### src/rtl/sub_nbits_pkg.sv
// Shared constants for the ripple-borrow subtractor slice.
package sub_nbits_pkg;
    localparam int DEFAULT_WIDTH = 4;
endpackage

### src/rtl/sub_nbits_bit.sv
// One-bit full subtractor cell: d = x - y - bin, with borrow-out.
module sub_1bit (
    input  logic x,
    input  logic y,
    input  logic bin,
    output logic d,
    output logic bout
);
    assign d    = x ^ y ^ bin;
    assign bout = (~x & y) | (~(x ^ y) & bin);
endmodule

### src/rtl/sub_nbits.sv
// n-bit two's-complement subtractor with borrow-in; ripple-borrow core and
// registered difference, borrow-out and signed-overflow outputs.
module sub_nbits
    import sub_nbits_pkg::*;
#(
    parameter int n = DEFAULT_WIDTH
) (
    input  logic         clk,
    input  logic         rst_n,
    input  logic [n-1:0] x,
    input  logic [n-1:0] y,
    input  logic         cin,
    output logic [n-1:0] s,
    output logic         cout,
    output logic         overflow
);
    logic [n:0]   borrow;
    logic [n-1:0] diff;

    assign borrow[0] = cin;

    generate
        for (genvar gi = 0; gi < n; gi++) begin : g_cell
            sub_1bit u_cell (
                .x    (x[gi]),
                .y    (y[gi]),
                .bin  (borrow[gi]),
                .d    (diff[gi]),
                .bout (borrow[gi+1])
            );
        end
    endgenerate

    // Signed overflow: borrow into the MSB disagrees with borrow out of it.
    always_ff @(posedge clk or negedge rst_n) begin
        if (!rst_n) begin
            s        <= '0;
            cout     <= 1'b0;
            overflow <= 1'b0;
        end else begin
            s        <= diff;
            cout     <= borrow[n];
            overflow <= borrow[n] ^ borrow[n-1];
        end
    end
endmodule

### config.mk
export PLATFORM = sky130hd
export DESIGN_NAME = sub_nbits
export DESIGN_NICKNAME = d
export VERILOG_FILES = /design/src/rtl/sub_nbits_pkg.sv /design/src/rtl/sub_nbits_bit.sv /design/src/rtl/sub_nbits.sv
export SDC_FILE = /design/constraint.sdc
export NUM_CORES = 1
export LEC_CHECK = 0
export ABC_AREA = 1
export CORE_AREA = 3 3 40 42
export CTS_CLUSTER_SIZE = 24
export DETAILED_ROUTE_END_ITERATION = 16
export DIE_AREA = 0 0 43 45
export GPL_TIMING_DRIVEN = 0
export PLACE_DENSITY = 0.56
export SYNTH_ARGS = -nofsm -noshare
export SYNTH_HDL_FRONTEND = slang
export SYNTH_SLANG_ARGS = --single-unit
### constraint.sdc
create_clock -name clk -period 0.89 [get_ports clk]
set_input_delay 0.089 -clock clk [delete_from_list [all_inputs] [get_ports clk]]
set_output_delay 0.089 -clock clk [all_outputs]
set_load 0.05 [all_outputs]
==> results of run 1 <==
## kinds of logic (layout without fill, tap and decap cells)
group                      Yosys count  count (layout)  synth area share, %
adders and majority gates            4               4                 28.7
buffers and inverters               10              30                 13.5
and+or+nand+nor                      3               3                 4.04
DFF                                  6               6                 53.8
## path summary, 6_finish.rpt
kind                        end  slack, ns  cells after the start
worst min-delay path       s[3]       0.09                      1
worst max-delay path       s[3]      -0.63                      8
min in group clk           s[0]       0.15                      2
max in group asynchronous  s[0]       0.60                      1
## flip-flops by register name, indices dropped and copies added, names as in the netlist
name,flops
s,4
overflow,1
cout,1
## cell usage in the layout (no fill, tap or decap)
cell	n
buf_4	3
inv_12	1
buf_8	1
inv_4	1
inv_2	5
clkdlybuf4s50_1	5
inv_1	3
dfrtp_1	6
dlygate4sd2_1	2
nand2_1	3
buf_6	6
fa_2	4
clkbuf_4	3
## metrics by stage
stage	std cells	hold slack (ns)
after floorplan	23	-0.207
after global placement	54	0.335
after detailed placement	54	0.341
after CTS	57	0.0803
after global routing	58	0.104
final	58	0.0853
## area by class of cell
cell class	instances	area share, %
Sequential cell	6	29.0
Tap cell	15	3.62
Clock buffer	3	4.35
Multi-Input combinational cell	7	19.6
Timing Repair Buffer	17	33.3
Inverter	10	10.1
## where the power goes
| part | internal [mW] | switching [mW] | total (mW) |
|---|---|---|---|
| Clock | 0.152 | 0.0836 | 0.235 |
| Sequential | 0.318 | 0.0169 | 0.335 |
| Combinational | 0.158 | 0.237 | 0.394 |
| Total | 0.627 | 0.337 | 0.964 |
## timing repair
item / CTS / global route
buffers inserted: 0 / 1
setup endpoints to repair: 12 / 9
pin swaps: 5 / 4
gates resized for setup: 53 / 8
cloned: 0 / 0
## per-layer routing
layer | part of all wire (%) | up-vias | GRT usage, %
met5 | 0 | - | 0
met4 | 0 | 0 | 10.8
met3 | 18 | 0 | 3.19
met2 | 45 | 17 | 9.88
met1 | 36 | 90 | 6.55
li1 | - | 100 | -
==> metrics, run 1 <==
Critical Path AT=around 1.6 ns; crit-path max cell delay=roughly 0.42 ns; Startpoint Class=input pin; first-pass GRT wire length=~900 µm; area of the core=between 1000 and 1500 µm²; Tot GR Track Use=7.19%; io pins=17; top-count cell post-synth=inv_1; antenna violations before repair=0; Yosys warning total=0; FF+latch count, synth=6; Leak=0.256 nW; Diodes inserted=0; Fillers=between 100 and 150; Avg Cell Area, Syn=about 12 µm²; CP delay by family, top=adder cells; largest net degree at the start of global routing=7; Worst setup EP type=register; Yosys top cell by area=dfrtp_1; worst min path class=in2async; CTS tree=yes; routability cong.=roughly 0.67; top_reg_cell synth=dfrtp_1; drt first-iter violations=0; Slowest-stage cell, CP=fa_2; Initial Utilization=21.7%; wire length per cell=about 8 µm; setup_tns=-1.88 ns; critical path's most frequent cell=fa_2; total wire length=between 400 and 500 µm; Clock transition at path regs=about 0.04 ns; multi-input logic area=~100 µm²; setup repair after global routing missed its margin=true; DP HPWL=around 420 µm; top area cells in the synthesized netlist=dfrtp_1 54%, fa_1 29%, inv_1 12%, nand2_1 4.0%, inv_2 1.3%; CP bufs+invs=4; Final Critical Period=roughly 1.5 ns; TritonCTS Buffers=3; Net Count, Synth=38; violated checks=negative setup slack; CTS Buffer Depth=2; grt ovf=0; vias per inst=around 3.6; Final Cell Area=roughly 520 µm²; Post-Syn Area=about 280 µm²; Sequential Area=roughly 150 µm²; Worst VDD drop=between 0.0004 and 0.0005 V; endpoints failing setup=5; CTS sink cnt=6; EDFF count, synth=0; Synth Instances=23; PwrDens=1860 nW/µm²; Critical Path RT=1.00 ns; crit path launch=y[0]; hold buffers post-CTS=0; H-tree depth=1; Max Slew Vio Count=0; post-route ant nets=0; part of the Yosys area used for sequential elements=53.8%; Clk Tree Root Cell=clkbuf_4; share of cells above drive strength 1=between 50% and 60%; # DRC=0; Slew headroom=slightly above 80%; die footprint=1940 µm²; Least-Margin Pin Slew=around 0.26 ns; Std-Cell Rows=13; vias in the first global route=between 200 and 250; pre-CTS setup slack=-1.39 ns; Synth top cells by count=9 x inv_1, 6 x dfrtp_1, 4 x fa_1; first-pass detailed-route iteration total=1; Area Growth Syn to Fin=85.7%; Overall Power=964 µW; buffers added on ports=16; Area after DPL=between 400 and 500 µm²; Crit Path Class=in2reg; crit path cell chain=buf_8 > inv_12 > fa_2 > inv_2 > fa_2 > fa_2 > inv_2 > fa_2; Chip Width=~43 µm; CP Max Fanout=2; final worst slack=-0.627 ns; fin util=about two fifths; routed vias=roughly 210; final net count=60; status=finished with violations; Yosys top cell area share=a little over half; Synth cell types=5; Achievable Freq=~660 MHz; Die Height=45 µm; ys async rst share=between 90% and 100%; Tcrit/Tclk final=170%; Final Hold Vio Count=0; Max-cap violations=0
Power figures use the tool's default switching activity.
==> run 2, diff against run 1 <==
Settings changed: HOLD_SLACK_MARGIN from default to 0.1.
==> run 2 against run 1 <==
  * The run still ends with negative setup slack left
  * First-iteration DRC count is the same
  * Highest routed layer unchanged
  * Critical endpoint unchanged
  * Core utilization stayed put
  * Maximum frequency is the same
  * Critical path depth did not move
  * Total power hardly changed
==> metrics, run 2 (synthesis gave the netlist of run 1 again) <==
Diodes inserted=0; Achievable Freq=approximately 660 MHz; Clk Tree Root Cell=clkbuf_4; buffers added on ports=16; CTS sink cnt=6; Tcrit/Tclk final=170%; Critical Path AT=between 1.5 and 2 ns; fin util=40.3%; Slew headroom=a little over 80%; final worst slack=-0.627 ns; most frequent cells in the layout=6 x dfrtp_1, 6 x buf_6, 5 x inv_2, 4 x fa_2, 4 x clkdlybuf4s50_1; Die Height=45 µm; Worst VDD drop=0.000490 V; Leak=0.256 nW; Least-Margin Pin Slew=0.261 ns; largest net degree at the start of global routing=7; Worst setup EP type=register; Chip Width=43 µm; routability cong.=0.673; Critical Path RT=1.00 ns; Max-cap violations=0; Sequential Area=between 150 and 200 µm²; io pins=17; max FFs per register=4; routed vias=slightly above 200; share of cells above drive strength 1=between 50 and 60%; Top Registers=s: 4 flops, cout: 1 flops, overflow: 1 flops; Final Hold Vio Count=0; violated checks=negative setup slack; Net Switching=~340 µW; setup repair after global routing missed its margin=true; area of the core=about 1300 µm²; Top reg by flops=s; CTS Buffer Depth=2; Final Critical Period=between 1.5 and 2 ns; sequential power share=roughly a third; Internal Pwr Total=~630 µW; wire length per cell=about 8.2 µm; TritonCTS Buffers=3; status=finished with violations; crit path to=s[3]; DP HPWL=around 420 µm; total wire length=~480 µm; clock power share=about a quarter; pre-CTS setup slack=-1.39 ns; PwrDens=1860 nW/µm²; vias per inst=around 3.6; Max Slew Vio Count=0; Tot GR Track Use=between 7 and 8%; multi-input logic area=between 100 and 150 µm²; Clock transition at path regs=about 0.040 ns; Startpoint Class=input pin; grt ovf=0; die footprint=slightly below 2000 µm²; Initial Utilization=a little over a fifth; drt first-iter violations=0; H-tree depth=1; crit path launch=y[0]; worst min path class=in2reg; Sw Share=between 30% and 40%; # DRC=0; Crit Path Class=in2reg; final net count=60; CTS tree=yes; vias in the first global route=roughly 240; antenna violations before repair=0; Std-Cell Rows=13; Gate power share=between 40% and 50%; post-route ant nets=0; endpoints failing setup=5; first-pass GRT wire length=about 900 µm; CP Max Fanout=2; Fillers=about 130; first-pass detailed-route iteration total=1; Area Growth Syn to Fin=85.7%
[run 2: cell types whose count changed in the layout (fill, tap and decap cells not counted)]
cell,change
clkdlybuf4s50_1,-1
dlygate4sd3_1,+1
[run 2: repair_timing]
action,in CTS,in global routing
hold buffers,1,0
endpoints found under the setup margin,12,15
buffers inserted,0,1
hold endpoints to repair,6,0
gates resized for setup,53,8
pin swaps,5,4
[run 2: layout make-up]
class,instances,share of cell area [%]
Clock buffer,3,4.35
Inverter,10,10.1
Multi-Input combinational cell,7,19.6
Sequential cell,6,29.0
Tap cell,15,3.62
Timing Repair Buffer,17,33.3
[run 2: how the worst min path moves through the flow]
stage	start	endpoint	slack [ns]	cells after the start
floorplan	rst_n	cout	-0.21	0
global placement	rst_n	s[1]	0.34	1
detailed placement	rst_n	s[1]	0.34	1
CTS	x[0]	s[0]	0.16	2
global route	x[0]	s[0]	0.14	2
finish	x[0]	s[0]	0.15	2
[run 2: metrics by stage]
| stage | TNS [ns] | power, mW | cells | cell area (µm²) | hold slack (ns) |
|---|---|---|---|---|---|
| 2_1_floorplan | -2.43 | 0.554 | 23 | 302 | -0.207 |
| 3_3_place_gp | -7.97 | 0.707 | 54 | 480 | 0.335 |
| 3_5_place_dp | -8.06 | 0.714 | 54 | 480 | 0.341 |
| 4_1_cts | -2.20 | 0.952 | 58 | 497 | 0.158 |
| 5_1_grt | -2.08 | 1.03 | 58 | 518 | 0.143 |
| 6_report | -1.88 | 0.963 | 58 | 518 | 0.151 |
[run 2: power by group through the flow]
| stage | registers [mW] | logic (mW) | clock network (mW) |
|---|---|---|---|
| final | 0.335 | 0.393 | 0.235 |
| after detailed placement | 0.332 | 0.382 | 0 |
| after CTS | 0.329 | 0.370 | 0.254 |
| after floorplan | 0.492 | 0.0614 | 0 |
| after global placement | 0.330 | 0.377 | 0 |
| after global routing | 0.340 | 0.421 | 0.265 |
[run 2: critical path, stage by stage]
cell and delay, ns:
buf_8 0.11, inv_12 0.04, fa_2 0.17, inv_2 0.04, fa_2 0.33, fa_2 0.36
inv_2 0.07, fa_2 0.42
[run 2: layer usage]
metal / GRT usage, % / routed length [µm] / vias up
li1: - / - / 100
met1: 6.55 / 173 / 90
met2: 9.88 / 216 / 17
met3: 3.19 / 87 / 0
met4: 10.8 / 0 / 0
met5: 0 / 0 / -
